`src/rtl/peripheral_bus_pkg.sv`:
```
// peripheral_bus_pkg: FSM state encoding and default parameters shared by the peripheral bus controller
package peripheral_bus_pkg;
  typedef enum logic [1:0] {ST_IDLE, ST_WAIT, ST_DONE} state_t;
  localparam int DEF_NUM_SLOTS = 8;
  localparam int DEF_SLOT_SHIFT = 5;
  localparam int DEF_IO_SPACE_BITS = 10;
  localparam int DEF_DATA_WIDTH = 8;
  localparam int DEF_WAIT_WIDTH = 4;
endpackage

```
`src/rtl/bus_wait_counter.sv`:
```
// bus_wait_counter: loadable down-counter for wait states, flags the last wait cycle
// Ports: clock, reset (async, high); i_load/i_value load the count; i_dec decrements; o_terminal high at count 1
module bus_wait_counter #(
  parameter int WIDTH = 4
) (
  input  logic             clock,
  input  logic             reset,
  input  logic             i_load,
  input  logic             i_dec,
  input  logic [WIDTH-1:0] i_value,
  output logic             o_terminal
);
  logic [WIDTH-1:0] r_count;
  always_ff @(posedge clock or posedge reset)
    if (reset) r_count <= '0;
    else if (i_load) r_count <= i_value;
    else if (i_dec && r_count != '0) r_count <= r_count - 1'b1;
  assign o_terminal = r_count == WIDTH'(1);
endmodule

```
`src/rtl/peripheral_bus_ctrl.sv`:
```
// peripheral_bus_ctrl: I/O slot decoder with wait states, read-data latch and optional unmapped-access trap (macro IO_TRAP_EN)
// Ports: clock, reset (async, high); address_enable_n/io_read_n/io_write_n/address: bus cycle;
//   slot_enable/slot_wait/slot_data_in: per-slot config and read data; slot_chip_select_n: active-low selects;
//   data_bus_out/data_bus_out_from_chipset: latched read data and its drive enable; io_ready: low inserts waits;
//   trap_valid/trap_address/trap_clear: sticky record of the last access to a disabled slot
module peripheral_bus_ctrl
  import peripheral_bus_pkg::*;
#(
  parameter int NUM_SLOTS     = DEF_NUM_SLOTS,
  parameter int SLOT_SHIFT    = DEF_SLOT_SHIFT,
  parameter int IO_SPACE_BITS = DEF_IO_SPACE_BITS,
  parameter int DATA_WIDTH    = DEF_DATA_WIDTH,
  parameter int WAIT_WIDTH    = DEF_WAIT_WIDTH
) (
  input  logic                            clock,
  input  logic                            reset,
  input  logic                            address_enable_n,
  input  logic                            io_read_n,
  input  logic                            io_write_n,
  input  logic [19:0]                     address,
  input  logic [NUM_SLOTS-1:0]            slot_enable,
  input  logic [NUM_SLOTS*WAIT_WIDTH-1:0] slot_wait,
  input  logic [NUM_SLOTS*DATA_WIDTH-1:0] slot_data_in,
  output logic [NUM_SLOTS-1:0]            slot_chip_select_n,
  output logic [DATA_WIDTH-1:0]           data_bus_out,
  output logic                            data_bus_out_from_chipset,
  output logic                            io_ready,
  output logic                            trap_valid,
  output logic [IO_SPACE_BITS-1:0]        trap_address,
  input  logic                            trap_clear
);
  localparam int SLOT_BITS = $clog2(NUM_SLOTS);
  state_t r_state, w_next;
  logic [SLOT_BITS-1:0] r_index, w_index, w_cur_index;
  logic [WAIT_WIDTH-1:0] w_wait;
  logic [DATA_WIDTH-1:0] r_data, w_sel_data;
  logic r_read, r_mapped;
  logic w_idle, w_strobe, w_access, w_mapped, w_cs_on, w_load, w_dec, w_terminal, w_capture;
  assign w_idle = r_state == ST_IDLE;
  assign w_strobe = ~address_enable_n & (~io_read_n | ~io_write_n);
  assign w_access = w_strobe & ((address[IO_SPACE_BITS-1:0] >> (SLOT_SHIFT + SLOT_BITS)) == '0);
  assign w_index = address[SLOT_SHIFT +: SLOT_BITS];
  assign w_mapped = w_access & slot_enable[w_index];
  assign w_wait = slot_wait[w_index*WAIT_WIDTH +: WAIT_WIDTH];
  // Once an access has started the decode is frozen, so later address changes cannot move the select
  assign w_cur_index = w_idle ? w_index : r_index;
  assign w_cs_on = w_idle ? w_mapped : r_mapped & w_strobe;
  assign w_sel_data = slot_data_in[w_cur_index*DATA_WIDTH +: DATA_WIDTH];
  assign slot_chip_select_n = w_cs_on ? ~(NUM_SLOTS'(1) << w_cur_index) : '1;
  assign data_bus_out = r_data;
  assign data_bus_out_from_chipset = (r_state == ST_DONE) & r_mapped & r_read & ~io_read_n;
  bus_wait_counter #(.WIDTH(WAIT_WIDTH)) u_wait (
    .clock      (clock),
    .reset      (reset),
    .i_load     (w_load),
    .i_dec      (w_dec),
    .i_value    (w_wait),
    .o_terminal (w_terminal)
  );
  always_ff @(posedge clock or posedge reset)
    if (reset) r_state <= ST_IDLE;
    else r_state <= w_next;
  // Ready is low for the start cycle plus the first N-1 wait cycles; it rises in the final
  // wait cycle so the host sees exactly N low cycles before data is latched into DONE.
  always_comb begin
    w_next = r_state;
    w_load = 1'b0;
    w_dec = 1'b0;
    w_capture = 1'b0;
    io_ready = 1'b1;
    unique case (r_state)
      ST_IDLE:
        if (w_access) begin
          if (w_mapped && w_wait != '0) begin
            w_next = ST_WAIT;
            w_load = 1'b1;
            io_ready = 1'b0;
          end else begin
            w_next = ST_DONE;
            w_capture = w_mapped & ~io_read_n;
          end
        end
      ST_WAIT:
        if (!w_strobe) w_next = ST_IDLE;
        else begin
          w_dec = 1'b1;
          io_ready = w_terminal;
          w_next = w_terminal ? ST_DONE : ST_WAIT;
          w_capture = w_terminal & r_read;
        end
      ST_DONE: w_next = w_strobe ? ST_DONE : ST_IDLE;
      default: w_next = ST_IDLE;
    endcase
  end
  always_ff @(posedge clock or posedge reset)
    if (reset) begin
      r_index <= '0;
      r_read <= 1'b0;
      r_mapped <= 1'b0;
      r_data <= '0;
    end else begin
      if (w_idle && w_access) begin
        r_index <= w_index;
        r_read <= ~io_read_n;
        r_mapped <= w_mapped;
      end
      if (w_capture) r_data <= w_sel_data;
    end
  logic w_unused_addr;
  assign w_unused_addr = ^address[19:IO_SPACE_BITS];
`ifdef IO_TRAP_EN
  logic r_trap_valid, w_trap;
  logic [IO_SPACE_BITS-1:0] r_trap_address;
  assign w_trap = w_idle & w_access & ~w_mapped;
  // A trap in the same cycle as trap_clear must survive, so it takes priority
  always_ff @(posedge clock or posedge reset)
    if (reset) begin
      r_trap_valid <= 1'b0;
      r_trap_address <= '0;
    end else if (w_trap) begin
      r_trap_valid <= 1'b1;
      r_trap_address <= address[IO_SPACE_BITS-1:0];
    end else if (trap_clear) r_trap_valid <= 1'b0;
  assign trap_valid = r_trap_valid;
  assign trap_address = r_trap_address;
`else
  logic w_unused_trap_clear;
  assign w_unused_trap_clear = trap_clear;
  assign trap_valid = 1'b0;
  assign trap_address = '0;
`endif
endmodule
```
`config.mk`:
```
export PLATFORM = sky130hd
export DESIGN_NAME = peripheral_bus_ctrl
export DESIGN_NICKNAME = d
export VERILOG_FILES = /design/src/rtl/peripheral_bus_pkg.sv /design/src/rtl/bus_wait_counter.sv /design/src/rtl/peripheral_bus_ctrl.sv
export SDC_FILE = /design/constraint.sdc
export NUM_CORES = 1
export LEC_CHECK = 0
export CAP_MARGIN = 20
export CELL_PAD_IN_SITES_DETAIL_PLACEMENT = 1
export CELL_PAD_IN_SITES_GLOBAL_PLACEMENT = 2
export CORE_MARGIN = 2
export CORE_UTILIZATION = 17
export DETAILED_ROUTE_END_ITERATION = 8
export PLACE_DENSITY_LB_ADDON = 0.1
export SLEW_MARGIN = 30
export SYNTH_ARGS = -nofsm -noshare
export SYNTH_HDL_FRONTEND = slang
export SYNTH_SLANG_ARGS = --single-unit
export TNS_END_PERCENT = 50
```
`constraint.sdc`:
```
create_clock -name clock -period 3.3 [get_ports clock]
set_input_delay 0.66 -clock clock [delete_from_list [all_inputs] [get_ports clock]]
set_output_delay 0.66 -clock clock [all_outputs]
set_load 0.005 [all_outputs]
```
Word-level counts from Yosys, hierarchy flattened

Cells that the tools add are included.
W data, S select, Z words.

$add $sub $neg: 1
Multiply operators: 0
Divide/modulo/power cells: 0
Magnitude comparators: 1
Equal/unequal tests: 4
Shift operators: 3
Mux-type cells: 26
Bitwise logic cells: 14
Reductions and logical operators: 8

Operator list:

| operator              | count |
|---|---|
| $shiftx A64 B7 Y8     | 1 |
| $shiftx A32 B6 Y4     | 1 |
| $mux W1               | 13 |
| $logic_not A10 Y1     | 1 |
| $mux W2               | 5 |
| $and A1 B1 Y1         | 9 |
| $mux W4               | 2 |
| $mux W8               | 1 |
| $not A8 Y8            | 1 |
| $reduce_bool A4 Y1    | 2 |
| $shl A1 B3 Y8 const A | 1 |
| $pmux W2 S3           | 1 |
| $eq A4 B1 Y1 const B  | 1 |
| $lt A3 B4 Y1 const B  | 1 |
| $pmux W1 S2           | 2 |
| $sub A4 B1 Y4 const B | 1 |
| $bmux W1 S3           | 1 |
| $logic_and A1 B1 Y1   | 3 |
| $mux W3               | 1 |
| $not A1 Y1            | 3 |
| $eq A2 B1 Y1 const B  | 1 |
| $eq A2 B2 Y1 const B  | 1 |
| $logic_not A2 Y1      | 1 |
| $ne A2 B1 Y1 const B  | 1 |
| other kinds (2)       | 2 |

Bits in registers: 19
Latch bits: 0
Bits in writable memories: 0
ROM bits: 0
Output and inout port bits: 29
Word-level logic and storage cells: 63
Memories kept: 0

Longest topological paths before layout

Word-level depth: 10
Mapped depth: 8

Cells and area by module

Synthesis repeated with hierarchy kept, for this count alone.

Cells, all modules: 211
Area, all modules: 1910.6 sq um

By module, submodules not included:

| module              | times used | cells an instance | area an instance (sq um) |
|---|---|---|---|
| peripheral_bus_ctrl | 1          | 181               | 1624.1 |
| bus_wait_counter    | 1          | 30                | 286.5 |

Worst setup path before layout

Ideal clock, no wire load.

Path kind: in2out
From: input port address[5]
To: output port io_ready
Arrival: 2101 ps
Data required time: 2640 ps
Path slack: 539 ps
Stages: 8
Buffers on the path: 3
Cell sequence: buf_6 buf_8 mux4_2 mux2i_1 nand4_1 nand2b_1 buf_2 o21a_1

Cells in the longest elaborated chain, start to end: 7
Elaborated cells between the ends (all ways): 9
Those cells by class: shift (1); mux (5); bitwise (1); reduce/logical (2)

Ends and longest elaborated chain:

| item                                                                      | RTL line                  | RTL |
|---|---|---|
| start, declared                                                           | peripheral_bus_ctrl.sv:20 | `input logic [19:0] address,` |
| parallel branches: the longest is 3 deep, another holds $shiftx A32 B6 Y4 | --                        |  |
| $logic_and A1 B1 Y1 (*)                                                   | peripheral_bus_ctrl.sv:74 | `if (w_mapped && w_wait != '0) begin` |
| $mux W1 (*)                                                               | peripheral_bus_ctrl.sv:74 |  |
| $mux W1 (*)                                                               | peripheral_bus_ctrl.sv:73 | `if (w_access) begin` |
| $pmux W1 S2 (*)                                                           | peripheral_bus_ctrl.sv:71 | `unique case (r_state)` |
| end, declared                                                             | peripheral_bus_ctrl.sv:27 | `output logic io_ready,` |

Every way passes the cells marked *. The select of a mux whose other input is x is not followed.

Worst setup path after layout

From: input port address[5]
To: output port slot_chip_select_n[3]

Cells in the longest elaborated chain, start to end: 5
Elaborated cells between the ends (all ways): 8
Those cells by class: shift (1); mux (5); bitwise (2)

Ends and longest elaborated chain:

| item                          | RTL line                  | RTL |
|---|---|---|
| $bmux W1 S3                   | peripheral_bus_ctrl.sv:43 | `assign w_mapped = w_access & slot_enable[w_index];` |
| $mux W1 (not written as such) | peripheral_bus_ctrl.sv:43 |  |
| $and A1 B1 Y1                 | peripheral_bus_ctrl.sv:43 |  |
| $mux W1                       | peripheral_bus_ctrl.sv:47 | `assign w_cs_on = w_idle ? w_mapped : r_mapped & w_strobe;` |
| $mux W8 (*)                   | peripheral_bus_ctrl.sv:49 | `assign slot_chip_select_n = w_cs_on ? ~(NUM_SLOTS'(1) << w_cur_index) : '1;` |
| end, declared                 | peripheral_bus_ctrl.sv:24 | `output logic [NUM_SLOTS-1:0] slot_chip_select_n,` |

Mark *: on every way between the ends. The rest lies on a longest branch, timed or not. The select of a mux whose other input is x is not followed.

==> results.sh <==
export IMPL_grt_pass1_wl_mm=12.7
export IMPL_htree_levels=1
export IMPL_initial_core_util=0.174
export IMPL_gp_congestion=0.691
export IMPL_place_inst=491
export IMPL_syn_area_um2=1890
export IMPL_io_pins=159
export IMPL_ant_nets=0
export IMPL_path_clk_slew_ns=0.08
export IMPL_drtIter0Drc=62
export IMPL_reg2reg_depth=6
export IMPL_p_leak_nw=1.59
export IMPL_cts_hold_buf=0
export IMPL_vdd_ir_drop_max_v=0.000117
export IMPL_cts_tree="done"
export IMPL_rrSetupSlack_ns=1.13
export IMPL_critPathCapture="slot_chip_select_n[3]"
export IMPL_max_cap_viol_count=0
export IMPL_diodes=0
export IMPL_synth_area_leader_cell="dfrtp_1"
export IMPL_final_common_cell="clkdlybuf4s50_1"
export IMPL_grt_pass1_vias=2370
export IMPL_dieArea_um2=12000
export IMPL_critPathLaunchType="input port"
export IMPL_hpwl_mm=6.88
export IMPL_crit_start="address[5]"
export IMPL_core_um2=10800
export IMPL_finalCritPeriodShare=0.954
export IMPL_synth_seq_cells=19
export IMPL_ys_flop_type="dfrtp_1"
export IMPL_wirelength_mm=8.37
export IMPL_syn_mean_instance_area_um2=9.41
export IMPL_hold_violations=0
export IMPL_gr_total_overflow=0
export IMPL_cp_arrival_ns=2.49
export IMPL_root_buffer="clkbuf_8"
export IMPL_rows=38
export IMPL_synth_top_area_frac=0.251
export IMPL_slew_violations=0
export IMPL_power_total_mw=1.09
export IMPL_numCtsBuffers=3
export IMPL_ff_latch_area_um2=475
export IMPL_wire_per_inst_um=16.2
export IMPL_multi_input_area_um2=1330
export IMPL_cp_end_kind="primary output"
export IMPL_tns_ns=0
export IMPL_yosys_warnings=0
export IMPL_netlist_instances=201
export IMPL_path_max_fanout=5
export IMPL_fmax_ghz=0.318
export IMPL_layout_nets=510
export IMPL_critPathKind="in2out"
export IMPL_worstMarginPinSlew_ns=0.792
export IMPL_first_pass_iters=4
export IMPL_layout_common_cells="clkdlybuf4s50_1, buf_4, a22oi_1, nand2_1, dfrtp_1"
export IMPL_grt_max_degree=20
export IMPL_insertion_delay_ns=0.27
export IMPL_clock_sinks=19
export IMPL_period_needed_ns=3.15
export IMPL_viasPerCell=4.44
export IMPL_routed_via_count=2295
export IMPL_crit_slowest_cell="dlygate4sd2_1"
export IMPL_crit_chain="dlygate4sd2_1, buf_12, buf_6, buf_4, mux2_2, a2bb2oi_2, nand3b_1, a21oi_2, nand2_1, clkdlybuf4s15_1"
export IMPL_synthDistinctLibCells=43
export IMPL_powerDensity_nw_per_um2=288
export IMPL_drive_gt1_frac=0.241
export IMPL_yosysSeqAreaShare=0.251
export IMPL_drcViolationCount=0
export IMPL_stdcell_count=517
export IMPL_worstPathRequired_ns=2.64
export IMPL_fillers=1273
export IMPL_setup_viol=0
export IMPL_synth_area_leaders="dfrtp_1, a22oi_1, mux4_2"
export IMPL_async_flop_share=1.00
export IMPL_max_slew_margin_rel=0.471
export IMPL_die_w_um=109
export IMPL_r2r_end="data_bus_out[2]"
export IMPL_holdCritPathClass="reg2reg"
export IMPL_syn2layout_area_growth_pct=99.3
export IMPL_run_status="completed"
export IMPL_grt_total_usage=0.140
export IMPL_slowest_delay_ns=0.26
export IMPL_synth_edf_count=0
export IMPL_regToRegStartpoint="r_state[1]"
export IMPL_io_buffers=131
export IMPL_antenna_found_initial=0
export IMPL_finalClockSkew_ns=0.00701
export IMPL_die_h_um=109
export IMPL_cts_buffer_depth=2
export IMPL_rsz0062_at_grt="no"
-- Yosys cell counts (2+ instances only) --
master,number
o211ai_1,9
inv_1,4
o21ai_2,2
nor2b_1,4
nand2b_1,3
o31ai_1,8
dfrtp_1,19
and3_1,16
o21ai_0,3
buf_6,2
mux2_2,5
buf_2,7
xor2_1,2
a21oi_1,4
nand2_1,19
or4b_1,2
mux4_2,8
or4_1,2
clkbuf_1,2
nor2_1,2
nand4_1,2
ha_1,2
a22oi_1,33
mux2i_1,12
buf_4,11
-- metrics by stage --
step | worst slack, ns | hold WS (ns) | cell area [um^2] | utilization
2_1_floorplan | 0.539 | 0.461 | 1930 | -
3_3_place_gp | -0.434 | 0.486 | 3520 | 0.324
3_5_place_dp | -0.461 | 0.500 | 3520 | 0.324
4_1_cts | -0.0895 | 0.520 | 3710 | 0.343
5_1_grt | 0.000337 | 0.539 | 3770 | 0.348
6_report | 0.152 | 0.517 | 3770 | 0.348
-- how the worst min path moves through the flow --
stage | cells past startpoint | slack, ns | end | startpoint
after global placement | 2 | 0.49 | r_mapped | r_mapped
after floorplan | 2 | 0.46 | r_mapped | r_mapped
after detailed placement | 2 | 0.50 | r_mapped | r_mapped
final | 2 | 0.52 | r_mapped | r_mapped
after CTS | 2 | 0.52 | r_mapped | r_mapped
after global routing | 2 | 0.54 | r_mapped | r_mapped
-- registers in the layout, summed over array words and instances, names as in the netlist --
register        cells
data_bus_out        8
r_index             3
r_mapped            1
r_read              1
r_state             2
u_wait.r_count      4
-- routing by layer --
metal | global-route usage | up-vias | wire length [um]
met5 | 0 | - | 0
met1 | 0.178 | 1102 | 3580
met2 | 0.250 | 62 | 4310
met4 | 0.0362 | 0 | 105
met3 | 0.0142 | 7 | 373
li1 | - | 1124 | -
-- worst max-delay path, delay by kind of cell --
kind,cells,cell delay (ns)
buffers and inverters,5,0.90
AND/OR/NAND/NOR,2,0.27
AO/OA/AOI/OAI,2,0.42
multiplexers,1,0.23
-- kinds of logic after synthesis --
kind of cell | synth area share
other | 0.00198
flip-flops | 0.251
buffers and inverters | 0.0940
XOR/XNOR | 0.0139
AND/OR/NAND/NOR | 0.171
adder cells (fa/ha/maj) | 0.0132
AO/OA/AOI/OAI | 0.266
multiplexers | 0.189
-- area by class of cell --
class,instances,area share
inverters,4,0.00398
well taps,140,0.0465
clock inverters,1,0.00133
repair buffers,185,0.458
flip-flops and latches,19,0.126
multi-input cells,165,0.353
clock buffers,3,0.0110
-- power breakdown --
part | switching (mW) | internal, mW
clock | 0.0928 | 0.0844
combinational | 0.223 | 0.350
sequential | 0.0474 | 0.288
total | 0.363 | 0.723
-- what timing repair did --
action | CTS | global route
hold endpoints to repair | 0 | 0
resized for setup | 33 | 12
buffers inserted | 16 | 6
endpoints found under the setup margin | 9 | 9
pin swaps | 5 | 6
Power figures use the tool's default switching activity.
